--- config.mk ---
export PLATFORM = sky130hd
export DESIGN_NAME = jk_cmd_sequencer
export DESIGN_NICKNAME = d
export VERILOG_FILES = /design/src/rtl/jk_pkg.sv /design/src/rtl/jk_excite.sv /design/src/rtl/jk_cmd_sequencer.sv
export SDC_FILE = /design/constraint.sdc
export NUM_CORES = 1
export LEC_CHECK = 0
export CORE_MARGIN = 5
export CORE_UTILIZATION = 54
export DETAILED_ROUTE_END_ITERATION = 10
export GPL_TIMING_DRIVEN = 0
export PLACE_DENSITY = 0.87
export SLEW_MARGIN = 30
export SYNTH_ARGS = -nofsm -noshare
export SYNTH_HDL_FRONTEND = slang
export SYNTH_SLANG_ARGS = --single-unit
--- constraint.sdc ---
create_clock -name clk -period 4.66 [get_ports clk]
set_input_delay 1.165 -clock clk [delete_from_list [all_inputs] [get_ports clk]]
set_output_delay 1.165 -clock clk [all_outputs]
set_load 0.05 [all_outputs]
--- src/rtl/jk_pkg.sv ---
`default_nettype none
// ============================================================================
// Module  : jk_pkg
// Brief   : Shared command op encodings and sequencer FSM states for JK stages
// Revision: 1.0
// ============================================================================
package jk_pkg;

    localparam logic [1:0] OP_LOAD   = 2'b00;
    localparam logic [1:0] OP_UP     = 2'b01;
    localparam logic [1:0] OP_DOWN   = 2'b10;
    localparam logic [1:0] OP_TOGGLE = 2'b11;

    typedef enum logic [1:0] {
        ST_IDLE   = 2'd0,
        ST_STEP   = 2'd1,
        ST_SETTLE = 2'd2,
        ST_DONE   = 2'd3
    } state_t;

endpackage
`default_nettype wire

--- src/rtl/jk_excite.sv ---
`default_nettype none
// ============================================================================
// Module  : jk_excite
// Brief   : Combinational J/K excitation from an op, its operand and current Q
// Revision: 1.0
// ============================================================================
module jk_excite #(
    parameter int WIDTH = 4
) (
    input  logic [1:0]       op,
    input  logic [WIDTH-1:0] data,
    input  logic [WIDTH-1:0] q,
    output logic [WIDTH-1:0] j,
    output logic [WIDTH-1:0] k
);
    import jk_pkg::*;

    logic [WIDTH-1:0] w_target;

    always_comb begin
        w_target = data;
        j        = '0;
        k        = '0;
        case (op)
            OP_LOAD:   w_target = data;
            OP_UP:     w_target = q + WIDTH'(1);
            OP_DOWN:   w_target = q - WIDTH'(1);
            default:   w_target = data;
        endcase
        // TOGGLE drives j=k directly; every other op moves Q toward the target
        if (op == OP_TOGGLE) begin
            j = data;
            k = data;
        end else begin
            j = w_target & ~q;
            k = ~w_target & q;
        end
    end

endmodule
`default_nettype wire

--- src/rtl/jk_cmd_sequencer.sv ---
`default_nettype none
// ============================================================================
// Module  : jk_cmd_sequencer
// Brief   : Turns LOAD/UP/DOWN/TOGGLE commands into stepped J/K bank excitation
// Revision: 1.0
// ============================================================================
module jk_cmd_sequencer #(
    parameter int WIDTH  = 4,
    parameter int REPS_W = 4
) (
    input  logic              clk,
    input  logic              rst_n,
    input  logic              cmd_valid,
    output logic              cmd_ready,
    input  logic [1:0]        cmd_op,
    input  logic [WIDTH-1:0]  cmd_data,
    input  logic [REPS_W-1:0] cmd_reps,
    input  logic [WIDTH-1:0]  q_fb,
    output logic [WIDTH-1:0]  j_out,
    output logic [WIDTH-1:0]  k_out,
    output logic              jk_strobe,
    output logic              busy,
    output logic              done
);
    import jk_pkg::*;

    state_t            r_state;
    logic [1:0]        r_op;
    logic [WIDTH-1:0]  r_data;
    logic [REPS_W-1:0] r_cnt;

    logic [1:0]        w_op;
    logic [WIDTH-1:0]  w_data;
    logic [WIDTH-1:0]  w_j;
    logic [WIDTH-1:0]  w_k;
    logic              w_multi;

    assign cmd_ready = (r_state == ST_IDLE);

    // The first step is registered on the accept edge, before the latched copy exists
    assign w_op    = (r_state == ST_IDLE) ? cmd_op   : r_op;
    assign w_data  = (r_state == ST_IDLE) ? cmd_data : r_data;
    assign w_multi = (cmd_op == OP_UP) || (cmd_op == OP_DOWN);

    jk_excite #(
        .WIDTH (WIDTH)
    ) u_excite (
        .op   (w_op),
        .data (w_data),
        .q    (q_fb),
        .j    (w_j),
        .k    (w_k)
    );

    always_ff @(posedge clk or negedge rst_n) begin
        if (!rst_n) begin
            r_state   <= ST_IDLE;
            r_op      <= OP_LOAD;
            r_data    <= '0;
            r_cnt     <= '0;
            j_out     <= '0;
            k_out     <= '0;
            jk_strobe <= 1'b0;
            busy      <= 1'b0;
            done      <= 1'b0;
        end else begin
            j_out     <= '0;
            k_out     <= '0;
            jk_strobe <= 1'b0;
            done      <= 1'b0;
            case (r_state)
                ST_IDLE: begin
                    if (cmd_valid) begin
                        r_op   <= cmd_op;
                        r_data <= cmd_data;
                        busy   <= 1'b1;
                        if (w_multi && (cmd_reps == '0)) begin
                            r_state <= ST_DONE;
                            done    <= 1'b1;
                        end else begin
                            r_state   <= ST_STEP;
                            r_cnt     <= w_multi ? cmd_reps : REPS_W'(1);
                            j_out     <= w_j;
                            k_out     <= w_k;
                            jk_strobe <= 1'b1;
                        end
                    end
                end
                ST_STEP: begin
                    r_cnt   <= r_cnt - REPS_W'(1);
                    r_state <= ST_SETTLE;
                end
                ST_SETTLE: begin
                    if (r_cnt != '0) begin
                        r_state   <= ST_STEP;
                        j_out     <= w_j;
                        k_out     <= w_k;
                        jk_strobe <= 1'b1;
                    end else begin
                        r_state <= ST_DONE;
                        done    <= 1'b1;
                    end
                end
                ST_DONE: begin
                    r_state <= ST_IDLE;
                    busy    <= 1'b0;
                end
                default: r_state <= ST_IDLE;
            endcase
        end
    end

endmodule
`default_nettype wire

==> results.toml, run 1 <==
[outcome]
outcome = "finished clean"

[clock_tree]
cts_buffers = 3
cts_resized = 0
cts_root_buf = "clkbuf_4"
clkLatencyLatePin_ps = 310
cts_post_setup_buffers_inserted = 0
cts_buffer_depth = 2
postCtsHoldBufs = 0
path_clk_slew_ps = 110
cts_tree = "done"
cts.htree.levels = 1
numClockSinks = 23

[yosys]
ys_ff_latch = 23
ys_seq_area_frac = 0.424
synthCells = 133
syn_area_sq_mm = 0.00136
synth.distinct_cells = 44
avgSynthCellArea_sq_um = 10.2
yosysWarningCount = 0
synth_edf_count = 0
synth_nets = 155
async_reset_ff_frac = 1.00
synth_flop_cell = "dfrtp_1"

[pwr]
p_per_area_mw_per_mm2 = 694
p_clk_frac = 0.078
p_sw_mw = 0.548
pwr-share-seq = 0.275
leakage_nw = 0.707
switching_share = 0.470
pwr-share-comb = 0.647
irDropWorstVdd_v = 0.000445
p_int_mw = 0.617

[setup_path]
startpoint_type = "primary input"
arrival_ps = 3470
crit_type = "primary input to flip-flop"
r2r_cells = 10
rr_startpoint = "r_state[0]"
cp.required_ps = 4890
regToRegSetupSlack_ps = 1840
cp_slowest_cell = "clkdlybuf4s50_1"
cp_top_family = "buffers and inverters"
path_cells = "clkdlybuf4s50_1 -> mux2_2 -> ha_1 -> xor2_1 -> ha_1 -> a21oi_1 -> xnor2_1 -> or4_1 -> a21oi_1"
max_stage_delay_ps = 500
reg2reg_to = "j_out[2]"
cp_num_buf_inv = 1
critPathMaxFanout = 5
worstSetupEndpointType = "flip-flop"

[detailed_routing]
ant_nets = 0
first_pass_iters = 4
vias = 1120
drt_wl_total_um = 2910
via_per_inst = 5.80
drc_errors = 0
wl_per_cell_um = 15.1
drtIter0Drc = 34

[global_route]
grt_overflow = 0
grt_pass1_wl_um = 5020
grt_start_max_net_pins = 24
grt_usage = 0.182
grt_antenna_before_repair = 0
grt_pass1_vias = 1171

[worst_hold_path]
min_from = "r_cnt[3]"
whs_endpoint = "r_cnt[3]"
hold_depth = 1
hold_path.class = "flip-flop to flip-flop"

[job]
drv_cap = 0

[timing]
rsz0062_at_grt = "no"
min_period_over_period = 0.694
hold_viol = 0
setup_viol = 0
slew_viol_final = 0
tightest_slew_ps = 521
max_freq_ghz = 0.309
max_slew_margin = 0.653
min_period_ps = 3230
tns_ps = 0
skew_ps = 9.92

[floorplan]
initial_core_util = 0.559
dieArea_sq_mm = 0.00362
die_w_um = 60.2
core_sq_mm = 0.00243
ios = 29
std_cell_rows = 18
fp.dieH_um = 60.2

[final_layout]
design_area_sq_mm = 0.00168
nets = 186
syn_to_final_growth_pct = 23.5
num_antenna_cells = 0
drive_gt1_frac = 0.141

[placement]
port-buffer-count = 26
post-dp-hpwl_um = 2260
place_congestion = 0.865
placed_area_sq_mm = 0.00165
registers in the layout, summed over array words and instances (netlist names):
name,flops
j_out,4
r_op,2
jk_strobe,1
r_state,2
r_data,4
busy,1
done,1
r_cnt,4
k_out,4
power by group through the flow:
stage,logic [mW],clock network [mW],registers (mW)
floorplan,0.490,0,0.397
global placement,0.719,0,0.319
detailed placement,0.750,0,0.325
CTS,0.755,0.0939,0.320
global route,0.828,0.105,0.329
finish,0.754,0.0907,0.320
cells by family (layout without fill, tap and decap cells):
kind of cell,count (synthesis),after routing,share of synthesized area
compound gates,31,31,0.157
xor+xnor,5,5,0.0378
fa+ha+maj,5,5,0.0460
buf+inv,14,44,0.0396
flops,23,23,0.424
mux,14,14,0.111
simple gates,41,41,0.184
per-layer routing:
layer | track usage | share of wire
met1 | 0.219 | 0.42
met5 | 0 | 0
met4 | 0.0759 | 0.023
met2 | 0.316 | 0.51
met3 | 0.0324 | 0.047
how the worst max path moves through the flow:
stage | start | end | slack (ps) | cells past startpoint
global route | r_state[0] | cmd_ready | 1340 | 3
finish | cmd_op[1] | j_out[2] | 1430 | 9
detailed placement | cmd_op[1] | j_out[2] | 1140 | 9
CTS | r_state[0] | cmd_ready | 1410 | 3
floorplan | r_state[0] | j_out[2] | 1730 | 10
global placement | cmd_op[1] | j_out[2] | 1190 | 9
cell type report:
cell class,instances,area (sq um)
clock buffer,4,26.3
tap,30,37.5
buffer,6,23.8
multi-input combinational,96,729
sequential,23,576
fill,197,754
timing repair buffer,26,255
inverter,8,30.0
cell usage after synthesis (3+ instances only):
master    number  share of area
mux2i_1        5          0.037
dfrtp_1       23           0.42
inv_1          8          0.022
a21oi_1       10          0.037
nor4_1         3          0.014
nor2_1         6          0.017
nand2b_1       3          0.014
nand2_1        4          0.011
clkbuf_1       4          0.011
mux2_2         9          0.075
o21a_1         3          0.017
o21ai_0        6          0.022
nor2b_1        5          0.023
ha_1           5          0.046
placed cells by master, fill, tap and decap left out, drive strengths merged, types with 5 or more instances in the layout:
master         instances
a21oi                 10
mux2                   9
nor2                   8
mux2i                  5
ha                     5
clkbuf                 8
clkdlybuf4s50         25
inv                    8
dfrtp                 23
o21ai                  6
nor2b                  5
per-stage QoR:
| step | power [mW] | setup WS (ps) | utilization | std cells | hold slack [ps] |
|---|---|---|---|---|---|
| CTS | 1.17 | 1410 | 0.690 | 193 | 500 |
| global route | 1.26 | 1340 | 0.690 | 193 | 505 |
| finish | 1.16 | 1430 | 0.690 | 193 | 511 |
| detailed placement | 1.08 | 1140 | 0.679 | 189 | 483 |
| global placement | 1.04 | 1190 | 0.681 | 189 | 470 |
| floorplan | 0.888 | 1730 | - | 133 | 444 |
No activity file was read; power rests on OpenSTA's default activity.
==> run 2, diff against run 1 <==
- CORE_UTILIZATION: 54 -> 45
- PLACE_DENSITY: 0.87 -> 0.78
- clock period: 4.66 -> 2.8 ns (I/O delays scaled with it)
==> run 2 against run 1 <==
Net effect: clock skew fell by 3.1 ps; largest cell class unchanged; flip-flop and latch count did not move; first-iteration DRC count rose by 91%; clock power rose by 70%; critical endpoint is now cmd_ready; core utilization fell by 11 points; critical path type is now flip-flop to primary output; hold slack got worse by 180 ps.
==> results.toml, run 2 (synthesis results as in run 1) <==
[timing]
min_period_over_period = 0.967
min_period_ps = 2710
slew_viol_final = 0
max_slew_margin = 0.663
tightest_slew_ps = 504
hold_viol = 0
rsz0062_at_grt = "no"
max_freq_ghz = 0.369
setup_viol = 0
fin_ws_ps = 93.2
skew_ps = 6.81
tns_ps = 0

[clock_tree]
cts_tree = "done"
path_clk_slew_ps = 130
cts.htree.levels = 1
clkLatencyLatePin_ps = 310
cts_buffer_depth = 2
cts_root_buf = "clkbuf_4"
numClockSinks = 23
cts_buffers = 3
postCtsHoldBufs = 0

[job]
drv_cap = 0

[setup_path]
startpoint_type = "flip-flop"
arrival_ps = 2010
worstSetupEndpointType = "primary output"
max_stage_delay_ps = 800
crit_type = "flip-flop to primary output"
cp_num_buf_inv = 3
path_cells = "buf_2 -> nor2_4 -> buf_4 -> clkdlybuf4s50_1"
cp_top_family = "buffers and inverters"
cp.required_ps = 2100
critPathMaxFanout = 10
cp_slowest_cell = "clkdlybuf4s50_1"

[placement]
port-buffer-count = 26
place_congestion = 0.872
dp_slack_ps = -286
post-dp-hpwl_um = 2210

[floorplan]
core_sq_mm = 0.00298
fp.dieH_um = 65.0
std_cell_rows = 20
dieArea_sq_mm = 0.00422
initial_core_util = 0.456
ios = 29
die_w_um = 65.0

[global_route]
grt_start_max_net_pins = 24
grt_antenna_before_repair = 0
grt_usage = 0.147
grt_pass1_vias = 1113
grt_overflow = 0
grt_pass1_wl_um = 4900

[detailed_routing]
drtIter0Drc = 65
via_per_inst = 5.58
drt_wl_total_um = 2890
first_pass_iters = 4
vias = 1111
ant_nets = 0
wl_per_cell_um = 14.5
drc_errors = 0

[final_layout]
layout_common_cells = "24 x clkdlybuf4s50_1, 23 x dfrtp_1, 10 x a21oi_1, 9 x mux2_2, 8 x inv_1"
fill_cells = 268
nets = 189
num_antenna_cells = 0
syn_to_final_growth_pct = 26.4
layout_commonest_cell = "clkdlybuf4s50_1"
drive_gt1_frac = 0.169

[outcome]
outcome = "finished clean"

[pwr]
irDropWorstVdd_v = 0.000461
leakage_nw = 0.730
p_per_area_mw_per_mm2 = 1160

[worst_hold_path]
hold_path.class = "primary input to asynchronous set/reset pin"
==> run 2: cell count changes in the layout (fill, tap and decap cells not counted), sizes merged <==
| cell | previous run | this run |
|---|---|---|
| dlymetal6s2s | 0 | 1 |
| clkdlybuf4s50 | 25 | 24 |
| buf | 3 | 6 |
==> run 2: area by class of cell <==
| cell class | instances | area (sq um) | area share |
|---|---|---|---|
| buffer | 6 | 23.8 | 0.0138 |
| clock buffer | 4 | 26.3 | 0.0153 |
| inverter | 8 | 30.0 | 0.0175 |
| multi-input combinational | 96 | 741 | 0.431 |
| sequential | 23 | 576 | 0.335 |
| tap | 33 | 41.3 | 0.0240 |
| timing repair buffer | 29 | 280 | 0.163 |
==> run 2: final timing paths <==
path | startpoint | to | slack (ps) | cells past startpoint
setup reg to reg | r_state[0] | j_out[2] | 210 | 10
setup / recovery | r_state[0] | cmd_ready | 90 | 4
hold reg to reg | r_cnt[3] | r_cnt[3] | 500 | 1
max in group asynchronous | rst_n | k_out[0] | 2120 | 1
hold / removal | rst_n | r_cnt[0] | 330 | 1
min in group clk | r_cnt[3] | r_cnt[3] | 500 | 1
==> run 2: repair_timing <==
action                     CTS  global route
setup buffers                0             3
setup endpoints to repair    0             1
gates resized for setup      0             3
==> run 2: through the flow <==
step | area [sq um] | std cells | hold WS (ps) | power [mW] | utilization
final | 1720 | 199 | 328 | 2.00 | 0.577
after global routing | 1720 | 199 | 369 | 2.16 | 0.577
after CTS | 1690 | 196 | 345 | 1.95 | 0.566
after detailed placement | 1660 | 192 | 497 | 1.80 | 0.558
after global placement | 1670 | 192 | 471 | 1.75 | 0.559
after floorplan | 1360 | 133 | 404 | 1.49 | -
==> run 2: metal layers <==
layer | global-route usage | up-vias | routed length, um
met1 | 0.178 | 538 | 1260
li1 | - | 545 | -
met3 | 0.0381 | 7 | 120
met5 | 0 | - | 0
met4 | 0.0660 | 0 | 74
met2 | 0.245 | 21 | 1440
==> run 2: report_power, final <==
part	total (mW)	leakage, nW	switching (mW)	internal (mW)
clock network	0.154	0.0150	0.0984	0.0557
registers	0.535	0.288	0.0700	0.465
logic	1.31	0.428	0.758	0.550
total	2.00	0.730	0.926	1.07
==> run 2: worst register-to-register path: stages (launching register included) <==
cell	delay [ps]
dfrtp_1	380
buf_2	190
nor2_4	180
mux2_2	390
ha_2	220
xor2_1	170
ha_1	190
a21oi_1	140
xnor2_1	100
or4_1	430
a21oi_1	130
